<file path="src/rtl/uart_cmd_rx_if.sv">
// Signal bundle of the UART command receiver.
// slave: receiver side; master: line driver and observer.
interface uart_cmd_rx_if;
    logic       UART_RX;
    logic [7:0] char;
    logic       char_valid;
    logic       cmd_wave;
    logic       cmd_fir;
    logic       frame_err;
    logic [7:0] err_count;
    logic       busy;

    modport slave (
        input  UART_RX,
        output char,
        output char_valid,
        output cmd_wave,
        output cmd_fir,
        output frame_err,
        output err_count,
        output busy
    );

    modport master (
        output UART_RX,
        input  char,
        input  char_valid,
        input  cmd_wave,
        input  cmd_fir,
        input  frame_err,
        input  err_count,
        input  busy
    );
endinterface

</file>
<file path="src/rtl/uart_cmd_rx.sv">
// 8N1 UART receiver that decodes single-byte commands
// and counts framing errors.
module uart_cmd_rx #(
    parameter int         CLKS_PER_BIT = 16,
    parameter logic [7:0] CMD_WAVE     = 8'h77,
    parameter logic [7:0] CMD_FIR      = 8'h66
) (
    input logic          clk,
    input logic          rst_n,
    uart_cmd_rx_if.slave bus
);
    localparam int CW = $clog2(CLKS_PER_BIT);
    localparam logic [CW-1:0] HALF_LAST =
        CW'(CLKS_PER_BIT / 2 - 1);
    localparam logic [CW-1:0] BIT_LAST =
        CW'(CLKS_PER_BIT - 1);

    typedef enum logic [2:0] {
        IDLE,
        START,
        DATA,
        STOP,
        BREAK
    } state_t;

    state_t        state;
    logic          sync1;
    logic          rx_s;
    logic [CW-1:0] cnt;
    logic [2:0]    bit_idx;
    logic [7:0]    shreg;
    logic [7:0]    char_q;
    logic [7:0]    err_q;
    logic          valid_q;
    logic          wave_q;
    logic          fir_q;
    logic          ferr_q;
    logic          busy_q;

    assign bus.char       = char_q;
    assign bus.char_valid = valid_q;
    assign bus.cmd_wave   = wave_q;
    assign bus.cmd_fir    = fir_q;
    assign bus.frame_err  = ferr_q;
    assign bus.err_count  = err_q;
    assign bus.busy       = busy_q;

    // Two-flop synchronizer; presets to the idle-high line level.
    always_ff @(posedge clk) begin
        if (!rst_n) begin
            sync1 <= 1'b1;
            rx_s  <= 1'b1;
        end else begin
            sync1 <= bus.UART_RX;
            rx_s  <= sync1;
        end
    end

    // Frame FSM: mid-bit sampling, registered pulses and busy flag.
    always_ff @(posedge clk) begin
        if (!rst_n) begin
            state   <= IDLE;
            cnt     <= '0;
            bit_idx <= '0;
            shreg   <= '0;
            char_q  <= '0;
            err_q   <= '0;
            valid_q <= 1'b0;
            wave_q  <= 1'b0;
            fir_q   <= 1'b0;
            ferr_q  <= 1'b0;
            busy_q  <= 1'b0;
        end else begin
            valid_q <= 1'b0;
            wave_q  <= 1'b0;
            fir_q   <= 1'b0;
            ferr_q  <= 1'b0;
            unique case (state)
                IDLE: begin
                    if (!rx_s) begin
                        state  <= START;
                        busy_q <= 1'b1;
                        cnt    <= '0;
                    end
                end
                START: begin
                    if (cnt == HALF_LAST) begin
                        cnt     <= '0;
                        bit_idx <= '0;
                        if (!rx_s) begin
                            state <= DATA;
                        end else begin
                            state  <= IDLE;
                            busy_q <= 1'b0;
                        end
                    end else begin
                        cnt <= cnt + 1'b1;
                    end
                end
                DATA: begin
                    if (cnt == BIT_LAST) begin
                        cnt     <= '0;
                        shreg   <= {rx_s, shreg[7:1]};
                        bit_idx <= bit_idx + 1'b1;
                        if (bit_idx == 3'd7) begin
                            state <= STOP;
                        end
                    end else begin
                        cnt <= cnt + 1'b1;
                    end
                end
                STOP: begin
                    if (cnt == BIT_LAST) begin
                        cnt <= '0;
                        if (rx_s) begin
                            char_q  <= shreg;
                            valid_q <= 1'b1;
                            wave_q  <= (shreg == CMD_WAVE);
                            fir_q   <= (shreg == CMD_FIR);
                            state   <= IDLE;
                            busy_q  <= 1'b0;
                        end else begin
                            ferr_q <= 1'b1;
                            if (err_q != 8'hFF) begin
                                err_q <= err_q + 1'b1;
                            end
                            state <= BREAK;
                        end
                    end else begin
                        cnt <= cnt + 1'b1;
                    end
                end
                BREAK: begin
                    if (rx_s) begin
                        state  <= IDLE;
                        busy_q <= 1'b0;
                    end
                end
                default: begin
                    state  <= IDLE;
                    busy_q <= 1'b0;
                end
            endcase
        end
    end
endmodule

</file>
<file path="src/flat_wrapper.sv">
// flat-port wrapper written by rule: the top's interface ports become plain ports
module uart_cmd_rx_flat 
#(
    parameter int         CLKS_PER_BIT = 16,
    parameter logic [7:0] CMD_WAVE     = 8'h77,
    parameter logic [7:0] CMD_FIR      = 8'h66
)
  (clk, rst_n, bus_UART_RX, bus_char, bus_char_valid, bus_cmd_wave, bus_cmd_fir, bus_frame_err, bus_err_count, bus_busy);
  uart_cmd_rx_if bus_i ();
  input logic clk;
  input logic rst_n;
  input wire logic [$bits(bus_i.UART_RX)-1:0] bus_UART_RX;
  output wire logic [$bits(bus_i.char)-1:0] bus_char;
  output wire logic [$bits(bus_i.char_valid)-1:0] bus_char_valid;
  output wire logic [$bits(bus_i.cmd_wave)-1:0] bus_cmd_wave;
  output wire logic [$bits(bus_i.cmd_fir)-1:0] bus_cmd_fir;
  output wire logic [$bits(bus_i.frame_err)-1:0] bus_frame_err;
  output wire logic [$bits(bus_i.err_count)-1:0] bus_err_count;
  output wire logic [$bits(bus_i.busy)-1:0] bus_busy;
  assign bus_i.UART_RX = bus_UART_RX;
  assign bus_char = bus_i.char;
  assign bus_char_valid = bus_i.char_valid;
  assign bus_cmd_wave = bus_i.cmd_wave;
  assign bus_cmd_fir = bus_i.cmd_fir;
  assign bus_frame_err = bus_i.frame_err;
  assign bus_err_count = bus_i.err_count;
  assign bus_busy = bus_i.busy;
  uart_cmd_rx #(.CLKS_PER_BIT(CLKS_PER_BIT), .CMD_WAVE(CMD_WAVE), .CMD_FIR(CMD_FIR)) u_core (.clk(clk), .rst_n(rst_n), .bus(bus_i));
endmodule
</file>
<file path="config.mk">
export PLATFORM = sky130hd
export DESIGN_NAME = uart_cmd_rx_flat
export DESIGN_NICKNAME = d
export VERILOG_FILES = /design/src/rtl/uart_cmd_rx_if.sv /design/src/rtl/uart_cmd_rx.sv /design/src/flat_wrapper.sv
export SDC_FILE = /design/constraint.sdc
export NUM_CORES = 1
export LEC_CHECK = 0
export BUFFER_PORTS_ARGS = -buffer_cell sky130_fd_sc_hd__buf_2
export CORE_ASPECT_RATIO = 1.2
export CORE_UTILIZATION = 50
export DETAILED_ROUTE_END_ITERATION = 16
export GPL_TIMING_DRIVEN = 0
export PLACE_DENSITY = 0.7
export SLEW_MARGIN = 20
export SYNTH_ARGS = -nofsm -noshare
export SYNTH_HDL_FRONTEND = slang
export SYNTH_SLANG_ARGS = --single-unit
</file>
<file path="constraint.sdc">
create_clock -name clk -period 2.02 [get_ports clk]
set_clock_uncertainty 0.1 [all_clocks]
set_input_delay 0.202 -clock clk [delete_from_list [all_inputs] [get_ports clk]]
set_output_delay 0.202 -clock clk [all_outputs]
set_load 0.02 [all_outputs]
</file>
==> impl_metrics.ini, run 1 <==
[logic_synthesis]
synth_area_leaders = dfxtp_1 (46%), mux2i_1 (6.1%), nor2_1 (5.4%)
synth_edf_count = 0
syn-instance-count = 206
yosys.area_share.adder_pct = 2.79
ys_seq_elements = 41
synth_top_area_share_pct = 45.8
synthXorXnorAreaFrac_pct = 0.488
async_flop_share_pct = 0
netlist_area_sq_um = 1790
syn_nets = 213
synth-simple-area-share_pct = 26.3
ys_types = 44
yosysSeqAreaShare_pct = 45.8
synth.area.mux_share_pct = 6.77
synth_top_area_cell = dfxtp_1
avgSynthCellArea_sq_um = 8.70
synthTopCellsByCount = dfxtp_1 (41), nor2_1 (26), nand2_1 (23), nand3_1 (16), o21ai_0 (13)
ys_warn_count = 0
yosysMostFrequentCell = dfxtp_1
synth_ff_type = dfxtp_1
synth_top_family_by_area = simple AND/OR/NAND/NOR gates
synth_compound_area_share_pct = 12.6

[grt]
track_usage_pct = 21.1
grt_antenna_before_repair = 0
grt_max_degree = 14
grt_pass1_vias = 1306
grt_pass1_wl_mm = 6.07
grt-ovfl-total = 0

[routing]
vias = 1489
drc = 2
drt-initial-drc-count = 77
wl_per_cell_um = 13.7
postRouteAntennaNets = 0
wl_mm = 3.76
viasPerCell = 5.43
first_pass_iters = 10

[power_and_ir_drop]
power_w = 0.00158
p_per_area_nw_per_um2 = 750
leakage_nw = 0.809
vdd_drop_max_mv = 0.539

[sta]
relSlewSlack_pct = 64.4
drv_slew = 0
worst_pin_slew_ps = 530
final-setup-viol-count = 0
fmax_ghz = 0.524
final_hold_viol_count = 0
rsz0062_at_grt = false
min_period_ps = 1910
period_share_pct = 94.4

[worst_setup_path]
ff2ff_path_depth = 6
cp_max_fo = 10
start_kind = register
critPathKind = reg -> reg
crit_required_ps = 2150
crit_arrival_ps = 2040
cp-end-kind = register

[place]
io_buffers = 22
dpl.hpwl_mm = 2.51
place.gp.congestion = 0.793

[run]
maxCapViolations = 0

[outcome]
violations = DRC
status = finished with violations

[floorplan]
rows = 23
die_area_sq_um = 3830
die_h_um = 67.6
core_area_sq_um = 3400
ios = 24
initial_core_util_pct = 52.8
die_w_um = 56.7

[clock_network]
cts_tree = built
worst_skew_pair.late_latency_ps = 300
cts.sinks = 41
cts_max_path_buffers = 2
cts_root_buf = clkbuf_8
clk_transition_reported_paths_ps = 80
post_cts_buffers = 0
cts_buffers = 5
cts_htree_levels = 2

[final_layout]
fillCellCount = 317
area_growth_pct = 17.3
layout.nets = 243
drive_above_1_share_pct = 19.0
num_antenna_cells = 0
utilization_pct = 61.9

[worst_hold_path]
hold_class = in -> reg
hold_depth = 2
==> critical path, stage by stage (launching register included) <==
cell       delay [ps]
dfxtp_1           370
ha_1              270
nand4bb_1         150
or2_1             270
buf_6             150
or4_1             390
a21oi_1           150
==> cells in the final DEF, fill, tap and decap left out, types with 3 or more instances in the layout <==
cell,count
clkbuf_1,5
dfxtp_1,41
buf_4,4
buf_2,24
nand2_1,23
nand2b_1,4
nor2_1,26
nand3_1,16
a22oi_1,4
nor3_1,6
inv_1,3
o21ai_0,13
mux2i_1,11
a21oi_1,8
clkbuf_8,6
or4_1,3
ha_1,4
==> power breakdown <==
| group | switching, W | internal [W] |
|---|---|---|
| Combinational | 0.0000379 | 0.0000213 |
| Clock | 0.000297 | 0.000402 |
| Sequential | 0.00000520 | 0.000814 |
| Total | 0.000340 | 0.00124 |
==> worst paths after layout <==
kind,from,endpoint,slack (ps)
hold reg to reg,u_core.sync1,u_core.rx_s,310
setup reg to reg,u_core.cnt[0],u_core.bus.err_count[6],110
hold / removal,rst_n,u_core.rx_s,120
setup / recovery,u_core.cnt[0],u_core.bus.err_count[6],110
==> flip-flops by register name, summed over array words and instances, names as in the netlist, 3 cells and up <==
| name | count |
|---|---|
| u_core.shreg | 8 |
| u_core.bus.char | 8 |
| u_core.cnt | 4 |
| u_core.bit_idx | 3 |
| u_core.bus.err_count | 8 |
| u_core.state | 3 |
==> through the flow <==
stage / hold WS, ps / cell area [sq um] / TNS, ps / worst slack (ps) / cells
detailed placement: 297 / 1950 / -380 / -73.0 / 265
global route: 151 / 2100 / 0 / 10.9 / 274
finish: 121 / 2100 / 0 / 113 / 274
global placement: 295 / 1950 / -466 / -70.7 / 265
CTS: 132 / 2090 / 0 / 74.0 / 274
floorplan: 203 / 1790 / 0 / 297 / 206
==> layout make-up <==
class / instances / area, sq um / area share (%)
buffer: 13 / 81.3 / 3.87
clock buffer: 6 / 82.6 / 3.93
clock inverter: 2 / 37.5 / 1.78
inverter: 4 / 15.0 / 0.714
multi-input combinational: 148 / 900 / 42.8
sequential: 41 / 821 / 39.0
tap: 37 / 46.3 / 2.20
timing repair buffer: 23 / 120 / 5.71
==> kinds of logic after synthesis <==
| kind of cell | count (synthesis) |
|---|---|
| XOR/XNOR | 1 |
| multiplexers | 12 |
| AO/OA/AOI/OAI | 36 |
| adder cells (fa/ha/maj) | 4 |
| flip-flops | 41 |
| buffers and inverters | 17 |
| AND/OR/NAND/NOR | 95 |
==> per-layer routing <==
| metal | share of wire, % | wire length, um | global-route usage (%) |
|---|---|---|---|
| met2 | 48 | 1820 | 34.7 |
| met3 | 2.9 | 108 | 5.75 |
| met1 | 47 | 1780 | 25.5 |
| met5 | 0 | 0 | 0 |
| met4 | 1.5 | 57 | 10.6 |
==> repair_timing <==
action | CTS | global route
hold buffers | 1 | 0
endpoints found under the setup margin | 10 | 14
hold endpoints to repair | 1 | 0
pin swaps | 0 | 1
resized for setup | 2 | 3
Power figures use the tool's default switching activity.
==> run 2, diff against run 1 <==
PLACE_DENSITY = 0.72   (was 0.7)
SLEW_MARGIN = default   (was 20)
clock period = 1.6 ns   (was 2.02 ns; I/O delays follow)
==> run 2 against run 1 <==
  * The flow finishes with violations (DRC, setup timing)
  * Sequential power rose by 26%
  * Cell area rose by 11%
  * Register-to-register slack got worse by 360 ps
  * Via count rose by 9.9%
  * Critical endpoint unchanged
  * Largest cell class unchanged
  * Largest power group unchanged
==> impl_metrics.ini, run 2 (synthesis gave the netlist of run 1 again) <==
[worst_hold_path]
min-delay-start = rst_n
hold_class = in -> reg

[clock_network]
cts_tree = built
worst_skew_pair.late_latency_ps = 300
cts_max_path_buffers = 2
cts_root_buf = clkbuf_8
cts_buffers = 5
cts.sinks = 41
clk_transition_reported_paths_ps = 90
cts_htree_levels = 2

[routing]
wl_per_cell_um = 14.5
vias = 1636
first_pass_iters = 10
wl_mm = 4.15
viasPerCell = 5.70
postRouteAntennaNets = 0
drt-initial-drc-count = 92
drc = 2

[worst_setup_path]
r2r_start = u_core.cnt[0]
cp_max_fo = 5
startpoint = u_core.cnt[0]
start_kind = register
crit_required_ps = 1730
critPathKind = reg -> reg
crit_arrival_ps = 1980
cp-end-kind = register

[grt]
grt-ovfl-total = 0
grt_pass1_wl_mm = 6.41
grt_pass1_vias = 1458
grt_max_degree = 15
track_usage_pct = 21.8
grt_antenna_before_repair = 0

[sta]
relSlewSlack_pct = 63.1
drv_slew = 0
final-setup-viol-count = 8
fmax_ghz = 0.543
worst_pin_slew_ps = 554
rsz0062_at_grt = true
timing.final.ws_setup_ps = -243
min_period_ps = 1840
period_share_pct = 115
final_hold_viol_count = 0

[place]
place.gp.congestion = 0.780
place_inst = 265
io_buffers = 22
dpl.hpwl_mm = 2.48
place_area_sq_um = 2010

[power_and_ir_drop]
leakage_nw = 0.919
p_per_area_nw_per_um2 = 911
vdd_drop_max_mv = 0.768

[outcome]
violations = DRC, setup timing
status = finished with violations

[final_layout]
final_cell_mix = dfxtp_1 (34), nor2_1 (25), buf_2 (23)
area_growth_pct = 30.4
stdcell_count = 287
layout.nets = 256
stdcell_area_sq_um = 2340
fillCellCount = 290
drive_above_1_share_pct = 30.4
num_antenna_cells = 0
mostFrequentLayoutCell = dfxtp_1

[floorplan]
core_area_sq_um = 3400
initial_core_util_pct = 52.8
die_h_um = 67.6
die_area_sq_um = 3830
die_w_um = 56.7
rows = 23
ios = 24

[run]
maxCapViolations = 0
==> run 2: changes by cell type in the layout (fill, tap and decap cells not counted), moves of 2 or more <==
cell | before | now
buf_4 | 4 | 12
dfxtp_1 | 41 | 34
buf_6 | 2 | 7
dfxtp_2 | 0 | 5
dfxtp_4 | 0 | 2
ha_1 | 4 | 2
==> run 2: worst max-delay path, stage by stage, from the launching register on <==
cell,delay [ps]
dfxtp_4,360
ha_4,170
nand4bb_1,180
or2_4,320
buf_6,130
or4_1,400
a21oi_1,130
==> run 2: per-stage QoR <==
step | utilization, % | total power [W] | hold WS, ps | setup WS (ps) | TNS (ps)
6_report | 68.8 | 0.00213 | 87.7 | -243 | -1220
5_1_grt | 68.8 | 0.00220 | 120 | -305 | -2320
4_1_cts | 66.1 | 0.00214 | 94.8 | -164 | -697
3_5_place_dp | 59.3 | 0.00113 | 246 | -149 | -2380
3_3_place_gp | 59.3 | 0.00113 | 239 | -160 | -2230
2_1_floorplan | - | 0.00111 | 161 | -51.2 | -84.3
==> run 2: what timing repair did <==
item | in CTS | in global routing
gates cloned | 0 | 1
pin swaps | 8 | 4
gates resized for setup | 10 | 13
hold buffers | 1 | 0
buffers inserted | 10 | 4
setup endpoints to repair | 32 | 23
hold endpoints to repair | 1 | 0
==> run 2: final timing paths <==
path | cells past startpoint | endpoint | slack (ps)
hold reg to reg | 1 | u_core.rx_s | 310
hold / removal | 2 | u_core.rx_s | 90
setup / recovery | 6 | u_core.bus.err_count[6] | -240
setup reg to reg | 6 | u_core.bus.err_count[6] | -240
==> run 2: final cells by class <==
type	count	area (sq um)	area share [%]
clock inverters	3	68.8	2.94
plain buffers	12	88.8	3.80
repair buffers	37	240	10.3
multi-input cells	148	975	41.7
well taps	37	46.3	1.98
inverters	4	15.0	0.642
clock buffers	5	68.8	2.94
flip-flops and latches	41	835	35.7
==> run 2: power breakdown <==
group / switching (W) / internal, W / leakage [nW]
Clock: 0.000385 / 0.000628 / 0.0687
Combinational: 0.0000503 / 0.0000349 / 0.515
Sequential: 0.00000678 / 0.00102 / 0.335
==> run 2: per-layer routing <==
| layer | up-vias | track usage (%) | wire [um] |
|---|---|---|---|
| met5 | - | 0 | 0 |
| met4 | 0 | 9.06 | 133 |
| met3 | 13 | 5.56 | 149 |
| met2 | 33 | 38.4 | 2130 |
| met1 | 776 | 25.4 | 1740 |
| li1 | 814 | - | - |
